[config.mk]
export PLATFORM = sky130hd
export DESIGN_NAME = j_mac_sequencer
export DESIGN_NICKNAME = d
export VERILOG_FILES = /design/src/rtl/j_mac_sequencer_pkg.sv /design/src/rtl/j_saturate.sv /design/src/rtl/j_mac_sequencer.sv
export SDC_FILE = /design/constraint.sdc
export NUM_CORES = 1
export LEC_CHECK = 0
export CAP_MARGIN = 20
export CORE_MARGIN = 2
export CORE_UTILIZATION = 57
export CTS_CLUSTER_DIAMETER = 40
export CTS_CLUSTER_SIZE = 25
export DETAILED_ROUTE_END_ITERATION = 12
export PLACE_DENSITY_LB_ADDON = 0.05
export SYNTH_ARGS = -nofsm -noshare
export SYNTH_HDL_FRONTEND = slang
export SYNTH_SLANG_ARGS = --single-unit
[constraint.sdc]
create_clock -name clk -period 2.7 [get_ports clk]
set_input_delay 0.405 -clock clk [delete_from_list [all_inputs] [get_ports clk]]
set_output_delay 0.405 -clock clk [all_outputs]
set_load 0.05 [all_outputs]
[src/rtl/j_mac_sequencer_pkg.sv]
// Shared Jerry DSP definitions for the MAC sequencer: FSM state encoding,
// accumulator width and the saturation clamp constants.
package j_mac_sequencer_pkg;

   localparam int unsigned ACC_W  = 40;
   localparam int unsigned DATA_W = 32;

   localparam logic [DATA_W-1:0] SAT_POS32 = 32'h7FFF_FFFF;
   localparam logic [DATA_W-1:0] SAT_NEG32 = 32'h8000_0000;
   localparam logic [DATA_W-1:0] SAT_POS16 = 32'h0000_7FFF;
   localparam logic [DATA_W-1:0] SAT_NEG16 = 32'hFFFF_8000;

   typedef enum logic [1:0] {
      S_IDLE,
      S_RUN,
      S_DRAIN,
      S_RESULT
   } state_t;

endpackage

[src/rtl/j_saturate.sv]
// Jerry accumulator saturation: clamps a 40-bit accumulator to signed 32-bit
// range (satszp=1) or clamps its low 32 bits to signed 16-bit range (satszp=0).
// Ports: d = acc[31:0], accum_32..accum_39 = acc[39:32], satszp = mode,
//        q_c = clamped (or passed-through) result, purely combinational.
module j_saturate
   import j_mac_sequencer_pkg::*;
(
   input  logic [DATA_W-1:0] d,
   input  logic              accum_32,
   input  logic              accum_33,
   input  logic              accum_34,
   input  logic              accum_35,
   input  logic              accum_36,
   input  logic              accum_37,
   input  logic              accum_38,
   input  logic              accum_39,
   input  logic              satszp,
   output logic [DATA_W-1:0] q_c
);

   // Bits 38:31 must all equal bit 39 for the value to fit in 32 bits.
   logic [7:0] upper;
   assign upper = {accum_38, accum_37, accum_36, accum_35,
                   accum_34, accum_33, accum_32, d[31]};

   // In 16-bit mode the guard bits are d[30:15] against sign d[31].
   always_comb begin
      q_c = d;
      if (satszp) begin
         if (!accum_39 && (|upper))
            q_c = SAT_POS32;
         else if (accum_39 && !(&upper))
            q_c = SAT_NEG32;
      end else begin
         if (!d[31] && (|d[30:15]))
            q_c = SAT_POS16;
         else if (d[31] && !(&d[30:15]))
            q_c = SAT_NEG16;
      end
   end

endmodule

[src/rtl/j_mac_sequencer.sv]
// Jerry DSP multiply-accumulate sequencer. Accepts a command, streams
// cmd_count signed 16x16 operand pairs through a registered multiplier into
// a 40-bit wrapping accumulator, then presents the saturated 32-bit result.
// Ports: clk/resetl (async active-low), abort (sync cancel),
//        cmd_* command handshake, op_* operand handshake,
//        res_valid/res_ready/res_q/res_sat result handshake.
module j_mac_sequencer
   import j_mac_sequencer_pkg::*;
#(
   parameter int unsigned CNT_W = 8
) (
   input  logic              clk,
   input  logic              resetl,
   input  logic              abort,
   input  logic              cmd_valid,
   output logic              cmd_ready,
   input  logic [CNT_W-1:0]  cmd_count,
   input  logic              cmd_clear,
   input  logic              cmd_satszp,
   input  logic              op_valid,
   output logic              op_ready,
   input  logic [15:0]       op_a,
   input  logic [15:0]       op_b,
   output logic              res_valid,
   input  logic              res_ready,
   output logic [DATA_W-1:0] res_q,
   output logic              res_sat
);

   state_t                    state_q, state_d;
   logic [CNT_W-1:0]          remaining_q;
   logic                      satszp_q;
   logic [ACC_W-1:0]          acc_q;
   logic signed [DATA_W-1:0]  prod_q;
   logic                      prod_v_q;
   logic signed [DATA_W-1:0]  mul;
   logic [DATA_W-1:0]         sat_q;
   logic                      cmd_fire, op_fire, res_fire;

   assign cmd_fire = cmd_valid & cmd_ready;
   assign op_fire  = op_valid & op_ready;
   assign res_fire = res_valid & res_ready;
   assign mul      = DATA_W'($signed(op_a)) * DATA_W'($signed(op_b));

   // Next-state logic; abort overrides every handshake.
   always_comb begin
      state_d = state_q;
      case (state_q)
         S_IDLE:   if (cmd_fire) state_d = (cmd_count == '0) ? S_RESULT : S_RUN;
         S_RUN:    if (op_fire && (remaining_q == CNT_W'(1))) state_d = S_DRAIN;
         S_DRAIN:  state_d = S_RESULT;
         S_RESULT: if (res_fire) state_d = S_IDLE;
         default:  state_d = S_IDLE;
      endcase
      if (abort) state_d = S_IDLE;
   end

   // State register with handshake flags registered from the next state.
   always_ff @(posedge clk or negedge resetl) begin
      if (!resetl) begin
         state_q   <= S_IDLE;
         cmd_ready <= 1'b1;
         op_ready  <= 1'b0;
         res_valid <= 1'b0;
      end else begin
         state_q   <= state_d;
         cmd_ready <= (state_d == S_IDLE);
         op_ready  <= (state_d == S_RUN);
         res_valid <= (state_d == S_RESULT);
      end
   end

   // Datapath: abort discards the pending product and freezes acc/counter.
   always_ff @(posedge clk or negedge resetl) begin
      if (!resetl) begin
         remaining_q <= '0;
         satszp_q    <= 1'b0;
         acc_q       <= '0;
         prod_q      <= '0;
         prod_v_q    <= 1'b0;
      end else if (abort) begin
         prod_v_q <= 1'b0;
      end else begin
         prod_v_q <= op_fire;
         if (op_fire) begin
            prod_q      <= mul;
            remaining_q <= remaining_q - CNT_W'(1);
         end
         if (cmd_fire) begin
            remaining_q <= cmd_count;
            satszp_q    <= cmd_satszp;
            if (cmd_clear) acc_q <= '0;
         end else if (prod_v_q) begin
            acc_q <= acc_q + {{(ACC_W-DATA_W){prod_q[DATA_W-1]}}, prod_q};
         end
      end
   end

   j_saturate u_sat (
      .d        (acc_q[31:0]),
      .accum_32 (acc_q[32]),
      .accum_33 (acc_q[33]),
      .accum_34 (acc_q[34]),
      .accum_35 (acc_q[35]),
      .accum_36 (acc_q[36]),
      .accum_37 (acc_q[37]),
      .accum_38 (acc_q[38]),
      .accum_39 (acc_q[39]),
      .satszp   (satszp_q),
      .q_c      (sat_q)
   );

   // Result is held because acc does not move while in RESULT.
   assign res_q   = sat_q;
   assign res_sat = (sat_q != acc_q[31:0]);

endmodule

Word level (Yosys, flattened, before mapping):

Index checks and enable logic that the tools add are counted.

* register bits after elaboration: 87
* input port bits: 48

* add/sub/neg operators: 2
* multiply operators: 1
* eq/ne operators: 8
* bitwise gates (word level): 4
* muxes and demuxes: 17
* reduce and logical (&&, ||, !) cells: 22

Operators by type and width (number)
* 32-bit 2-to-1 mux: 5
* 40-bit 2-to-1 mux: 3
* 40-bit adder: 1
* 16-bit by 16-bit multiplier with 32-bit output: 1
* 32-bit inequality test: 1
* 8-bit 2-to-1 mux: 2
* 16-bit AND reduction: 1
* 16-bit OR reduction: 1
* 2-bit 2-to-1 mux: 5
* 8-bit by 1-bit equality test with 1-bit output, second input constant: 1
* 8-bit zero test: 1
* 2-bit one-hot mux with 4 select lines: 1
* 8-bit AND reduction: 1
* 8-bit OR reduction: 1
* 8-bit by 1-bit subtractor with 8-bit output, second input constant: 1
* 2-bit equality test, second input constant: 3
* 2-bit AND reduction: 3
* 1-bit logical AND: 5
* 2-bit by 1-bit equality test with 1-bit output, second input constant: 2
* 1-bit zero test: 4
* 2-bit zero test: 2
* 2-bit nonzero test: 2
* 1-bit bitwise AND: 3
* 3-bit AND reduction: 1
* other kinds (3): 3

Logic depth before layout (Yosys ltp):

Gate-level depths: netlist (run 1).

* depth in word-level cells: 7
* depth in mapped cells: 25

Hierarchy:

A second synthesis (run 1) with hierarchy kept.

* cell total of the unflattened synthesis: 1855
* area, all modules: 16188.0 um^2

By module, submodules not included
* j_mac_sequencer: sequential area each 2178.3 um^2, cells each 1781, area each 15745.1 um^2, times used 1
* j_saturate: sequential area each 0.0 um^2, cells each 74, area each 442.9 um^2, times used 1

Least setup slack after synthesis (run 1):

Ideal clock, no wire load.

* path kind: input port to flip-flop
* from: input port op_b[1]
* to: register prod_q[31]
* library setup time: 0.131 ns
* arrival: 6.092 ns
* cell stages on the path: 21
* data required time: 2.569 ns
* slack: -3.522 ns
* path through: clkbuf_1 nand2_1 inv_1 fa_1 fa_1 inv_1 fa_1 fa_1 fa_1 fa_1 inv_1 ha_1 a21o_1 a21oi_1 nor2b_1 or4_1 a311oi_2 o31ai_2 a21oi_1 or3_1 nand3_1

* longest elaborated chain between the ends: 1

RTL lines
* from (decl): RTL line j_mac_sequencer.sv:23 `input logic [15:0] op_b,`
* 16-bit by 16-bit multiplier with 32-bit output: RTL line j_mac_sequencer.sv:43 `assign mul = DATA_W'($signed(op_a)) * DATA_W'($signed(op_b));`
* to (signal assigned): RTL line j_mac_sequencer.sv:86 `prod_q <= mul;`
* to (decl): RTL line j_mac_sequencer.sv:34 `logic signed [DATA_W-1:0] prod_q;`

Every way passes these cells.
A chain may end at the register's enable or synchronous reset.

Worst setup path in the final report (run 1):

* from: input port op_b[3]
* to: register prod_q[30]

Same word-level chain as after synthesis.

==> results.md, run 1 <==
* Initial antenna violation count at 0
* Final period utilization at 2.15
* YS warnings at 0
* Worst Setup End Kind: flop
* Worst path cell trace: buf_4, buf_6, buf_6, and2_4, fa_1, fa_1, ha_4, fa_1, inv_2, fa_2, fa_1, inv_2, ha_4, a2111oi_4, o21ai_2, a221o_1, a221oi_2, o211a_1, a21oi_2, a31oi_1, xor2_1, o21ai_1
* Overall routed net length at 47.8 mm
* Share of cells above drive strength 1 at 0.317
* H-tree depth at 3
* First-pass GRT wire length at 72.5 mm
* Worst path required time at 2.92 ns
* Global route overflow at 0
* Slew Limit Fails at 0
* Die Span Y at 170 um
* DRT Pass-1 Iters at 7
* Starting Density at 0.583
* Crit Path Max Fanout at 6
* Slowest stage delay, CP at 0.61 ns
* Worst hold path type: input port to async pin
* Clk_lat worst skew at 0.35 ns
* Total CTS buffers at 9
* Pre-CTS setup slack at -3.79 ns
* Worst-path clk slew at 0.08 ns
* Fraction of registers with async set/reset at 1.00
* Final worst slack at -3.11 ns
* I/O pins at 84
* EDFF count, synth at 0
* Gate Count Post-Synth at 1812
* Site Rows at 60
* Ant. Diodes at 0
* Vias in the first global route at 14700
* Measured slew at the worst slew-check pin at 0.520 ns
* GRT met2 Usage at 0.536
* Synth Flop Type: dfrtp_1
* Clk buf depth at 2
* Critical path's most frequent cell: fa_1
* Total die area at 0.0290 sq mm
* Max-Cap Viols at 0
* Sequential-to-total area share from yosys stat at 0.138
* Core ar. at 0.0271 sq mm
* Nets at 2622
* Synth Register Bits at 87
* Root Driver: clkbuf_16
* CTS tree: yes
* GR Util met3 at 0.0349
* Sinks on Clock Net at 87
* Vias/cell at 5.62
* Die Width at 170 um
* Syn avg cell area at 8.71 sq um
* Vias at 14400
* Setup CP Type: input port to flop
* Syn_nets at 2246
* Met1 Track Usage GR at 0.415
* # port buffers at 83
* Initial DRC Count at 1022
* Status: finished with violations
* Avg WL per Cell at 18.6 um
* Worst Path Buf+Inv at 5
* Worst Setup Start Kind: input port
* Max Fclk at 172 MHz
* DRC at 0
* Global route hottest layer: met2
* RSZ-0062 raised after global routing: yes
* Largest net degree at the start of global routing at 57
* Layout overhead on the synthesized area at 37.2%
* Failing checks: setup timing
* Synth cell types at 71
* Routability cong. at 0.949
* Routed Antenna Nets at 0
* CP delay by family, top: adder cells
* Gr usage total at 0.314
* DP HPWL at 33.1 mm
* Clock skew at 0.0155 ns
* Final count of hold timing violations at 0
* Post-Syn Area at 0.0158 sq mm
* Period minus WS final at 5.81 ns
* Relative slew margins at 0.653
* Final Setup Violations at 36
* Arrival time worst endpoint at 6.03 ns
* Crit-path slowest cell: fa_1
==> registers in the layout, indices dropped and copies added (netlist names) <==
register / cells
op_ready: 1
state_q: 2
satszp_q: 1
res_valid: 1
acc_q: 40
prod_q: 32
cmd_ready: 1
remaining_q: 8
prod_v_q: 1
==> timing repair <==
action	in CTS	in global routing
gates resized for setup	307	181
setup buffers	64	37
gates cloned	9	0
hold buffers	0	0
setup endpoints to repair	61	61
pin swaps	139	136
==> worst paths after layout <==
| check | startpoint | to | slack (ns) | cells past startpoint |
|---|---|---|---|---|
| max | op_b[3] | prod_q[30] | -3.11 | 22 |
| min | resetl | acc_q[35] | 0.01 | 1 |
| max reg2reg | acc_q[1] | acc_q[32] | -0.08 | 12 |
| min reg2reg | prod_q[27] | prod_q[27] | 0.49 | 2 |
| max in group asynchronous | resetl | prod_q[1] | 2.02 | 2 |
| min in group clk | prod_q[27] | prod_q[27] | 0.49 | 2 |
==> worst register-to-register path, delay by kind of cell, from the launching register on <==
kind	cells	cell delay, ns
buffers and inverters	3	0.40
DFF	1	0.44
adders and majority gates	1	0.38
AOI/OAI and AO/OA	8	1.45
==> layout by cell type (no fill, tap or decap), types with 9 or more instances in the layout <==
cell and count:
and3_1 10, dfrtp_1 80, nand2_1 241, o21ai_0 45, fa_1 241, nor3_1 16, nor2_1 68, buf_6 87
a21oi_1 54, a21o_1 33, inv_1 280, o21ai_1 37, and2_4 35, nor2_2 13, o21ai_2 11, or3_1 9
clkbuf_16 9, nand2b_1 15, xor2_1 29, buf_12 22, o21bai_1 10, inv_2 35, nand4_1 18, nand3_1 19
ha_4 35, buf_4 270, fa_2 22, buf_2 9, nand2_2 18, xnor2_1 30, a21oi_2 18, clkdlybuf4s50_1 19
and2_1 88, ha_1 81, xnor2_2 9
==> routing by layer <==
metal	vias to the layer above	part of all wire
met1	7002	0.40
met4	0	0.055
met2	669	0.48
met5	-	0
met3	207	0.065
li1	6530	-
==> cell families (layout without fill, tap and decap cells) <==
kind of cell / Yosys count / after routing / synth area share
buf+inv: 376 / 757 / 0.0894
fa+ha+maj: 386 / 386 / 0.431
simple gates: 595 / 595 / 0.179
flops: 87 / 87 / 0.138
mux: 1 / 1 / 0.000713
compound gates: 298 / 298 / 0.124
xor+xnor: 69 / 69 / 0.0383
==> synth_stat cells (all sizes together), types with 21 or more instances <==
library cell	count	area [sq um]
inv	315	1180
nand2	264	991
fa	263	5270
and2	123	769
ha	123	1540
o21ai	97	489
dfrtp	86	2150
nor2	84	318
a21oi	74	382
clkbuf	60	225
xnor2	40	350
a21o	33	248
xor2	29	254
nand3	21	105
==> area by class of cell <==
type | instances | area [sq um]
timing repair buffer | 425 | 4010
fill | 1672 | 5430
clock inverter | 7 | 53.8
inverter | 316 | 1190
sequential | 87 | 2190
tap | 372 | 465
clock buffer | 9 | 225
multi-input combinational | 1349 | 13500
==> stage by stage <==
stage	TNS (ns)	cells	hold slack [ns]	cell area, sq um	util
2_1_floorplan	-59.93	1812	0.109	16500	-
3_3_place_gp	-85.43	2451	0.398	19300	0.711
3_5_place_dp	-88.68	2451	0.404	19300	0.711
4_1_cts	-64.74	2537	0.0266	20800	0.769
5_1_grt	-72.62	2565	0.0507	21700	0.800
6_report	-68.06	2565	0.0107	21700	0.800
Power of run 1 is left out: the tool's default activity adds up to more than one toggle a clock period on the data nets, which glitch-free logic cannot reach.
==> run 2, diff against run 1 <==
--- a/config.mk
+++ b/config.mk
@@ -6,8 +6,10 @@
 export NUM_CORES = 1
 export LEC_CHECK = 0
 export CAP_MARGIN = 20
+export CELL_PAD_IN_SITES_DETAIL_PLACEMENT = 0
+export CELL_PAD_IN_SITES_GLOBAL_PLACEMENT = 1
 export CORE_MARGIN = 2
-export CORE_UTILIZATION = 57
+export CORE_UTILIZATION = 44
 export CTS_CLUSTER_DIAMETER = 40
 export CTS_CLUSTER_SIZE = 25
 export DETAILED_ROUTE_END_ITERATION = 12
==> results.md, run 2 (synthesis gave the netlist of run 1 again) <==
* Status: finished with violations
* Failing checks: setup timing
* Worst Path Buf+Inv at 7
* Crit-path slowest cell: fa_1
* Global route hottest layer: met2
* Root Driver: clkbuf_16
* Nets at 2635
* Routability cong. at 0.906
* DP HPWL at 33.5 mm
* Total die area at 0.0374 sq mm
* Period minus WS final at 5.66 ns
* Worst Setup Start Kind: input port
* Measured slew at the worst slew-check pin at 0.678 ns
* Vias at 13400
* Sinks on Clock Net at 87
* Share of cells above drive strength 1 at 0.329
* CTS tree: yes
* Fin Setup TNS at -65.40 ns
* H-tree depth at 3
* Largest register FFs at 40
* Worst hold path type: input port to async pin
* Vias/cell at 5.04
* Clk_lat worst skew at 0.34 ns
* Worst Setup End Kind: flop
* Starting Density at 0.445
* Regs by FF count: acc_q (40), prod_q (32), remaining_q (8)
* Final period utilization at 2.10
* DRC at 0
* Crit Path Max Fanout at 6
* GRT met2 Usage at 0.393
* Max Fclk at 177 MHz
* Clock skew at 0.00749 ns
* # fillers at 3122
* Vias in the first global route at 14000
* Largest net degree at the start of global routing at 60
* Hold_buf cts at 0
* Final worst slack at -2.96 ns
* Worst Reg2Reg Path Length in Cells at 11
* Worst path cell trace: buf_12, buf_12, buf_8, and2_4, fa_1, fa_1, ha_2, inv_2, fa_1, inv_2, fa_1, inv_2, fa_1, inv_2, ha_4, a2111oi_4, o21ai_2, a221o_1, a221oi_2, o211a_1, a21oi_2, a31oi_1, xor2_1, o21ai_1
* Routed Antenna Nets at 0
* Site Rows at 69
* Final count of hold timing violations at 0
* Initial DRC Count at 556
* Slew Limit Fails at 0
* Die Span Y at 193 um
* Clk buf depth at 2
* Max-Cap Viols at 0
* Worst path required time at 2.92 ns
* Core ar. at 0.0355 sq mm
* Initial antenna violation count at 0
* Worst-path clk slew at 0.06 ns
* Met1 Track Usage GR at 0.341
* Ant. Diodes at 0
* CP delay by family, top: adder cells
* Critical path's most frequent cell: fa_1
* Setup CP Type: input port to flop
* Slowest stage delay, CP at 0.57 ns
* FF-to-FF Start: prod_q[0]
* Layout overhead on the synthesized area at 38.8%
* RR Endpoint: acc_q[35]
* Final core utilization at 0.618
* Relative slew margins at 0.548
* GR Util met3 at 0.0171
* R2r setup slk at -0.03 ns
* Biggest register: acc_q
* Overall routed net length at 43.8 mm
* Avg WL per Cell at 16.4 um
* Die Width at 193 um
* DRT Pass-1 Iters at 5
* # port buffers at 83
* Gr usage total at 0.237
* Most frequent cells in the layout: 283 x buf_4, 271 x inv_1, 239 x fa_1
* RSZ-0062 raised after global routing: yes
* Global route overflow at 0
* Arrival time worst endpoint at 5.88 ns
* I/O pins at 84
* Final Setup Violations at 34
* Total CTS buffers at 9
* First-pass GRT wire length at 72.5 mm
* Most common cell after layout, fill and taps aside: buf_4
==> run 2: changes by cell type in the layout (fill, tap and decap cells not counted), moves of 4 or more <==
cell and change:
o21ai_0 -5, buf_4 +13, inv_2 +8, inv_6 -4, inv_1 -9, buf_6 -10, nor2_1 -4, nor4_2 +4
buf_2 +5, o21ai_1 +6, nor2_4 +4
==> run 2: worst register-to-register path, delay by kind of cell (launching register included) <==
family / cells / cell delay (ns)
AND/OR/NAND/NOR: 2 / 0.36
XOR/XNOR: 1 / 0.16
adder cells (fa/ha/maj): 1 / 0.19
flip-flops: 1 / 0.43
AO/OA/AOI/OAI: 6 / 1.35
buffers and inverters: 1 / 0.12
==> run 2: worst max path at each step <==
| stage | from | to | slack, ns | cells past startpoint |
|---|---|---|---|---|
| after global routing | op_a[3] | prod_q[24] | -3.15 | 26 |
| after global placement | op_a[5] | prod_q[30] | -3.70 | 23 |
| after CTS | op_a[15] | prod_q[31] | -2.94 | 23 |
| after floorplan | op_a[15] | prod_q[31] | -2.99 | 21 |
| final | op_b[4] | prod_q[30] | -2.96 | 24 |
| after detailed placement | op_a[9] | prod_q[30] | -3.76 | 22 |
==> run 2: per-layer routing <==
metal | up-vias | routed length (um)
met1 | 6578 | 20900
met2 | 265 | 20500
li1 | 6549 | -
met3 | 56 | 1340
met5 | - | 0
met4 | 0 | 974
==> run 2: timing repair <==
action / CTS / global route
endpoints found under the setup margin: 64 / 64
setup buffers: 69 / 31
gates cloned: 18 / 0
pin swaps: 144 / 126
gates resized for setup: 348 / 166
==> run 2: area by class of cell <==
type,instances,area (sq um),area share
Clock inverter,4,20.0,0.000913
Sequential cell,87,2180,0.0996
Multi-Input combinational cell,1349,13600,0.620
Tap cell,461,577,0.0263
Clock buffer,12,256,0.0117
Inverter,316,1190,0.0542
Timing Repair Buffer,438,4100,0.187
==> run 2: through the flow <==
step / cell area (sq um) / setup slack (ns) / std cells / hold slack [ns]
2_1_floorplan: 16500 / -2.99 / 1812 / 0.109
3_3_place_gp: 19400 / -3.70 / 2544 / 0.471
3_5_place_dp: 19400 / -3.76 / 2544 / 0.472
4_1_cts: 21300 / -2.94 / 2647 / 0.113
5_1_grt: 21900 / -3.15 / 2667 / 0.149
6_report: 21900 / -2.96 / 2667 / 0.0955
Power of run 2 is left out for the same reason.
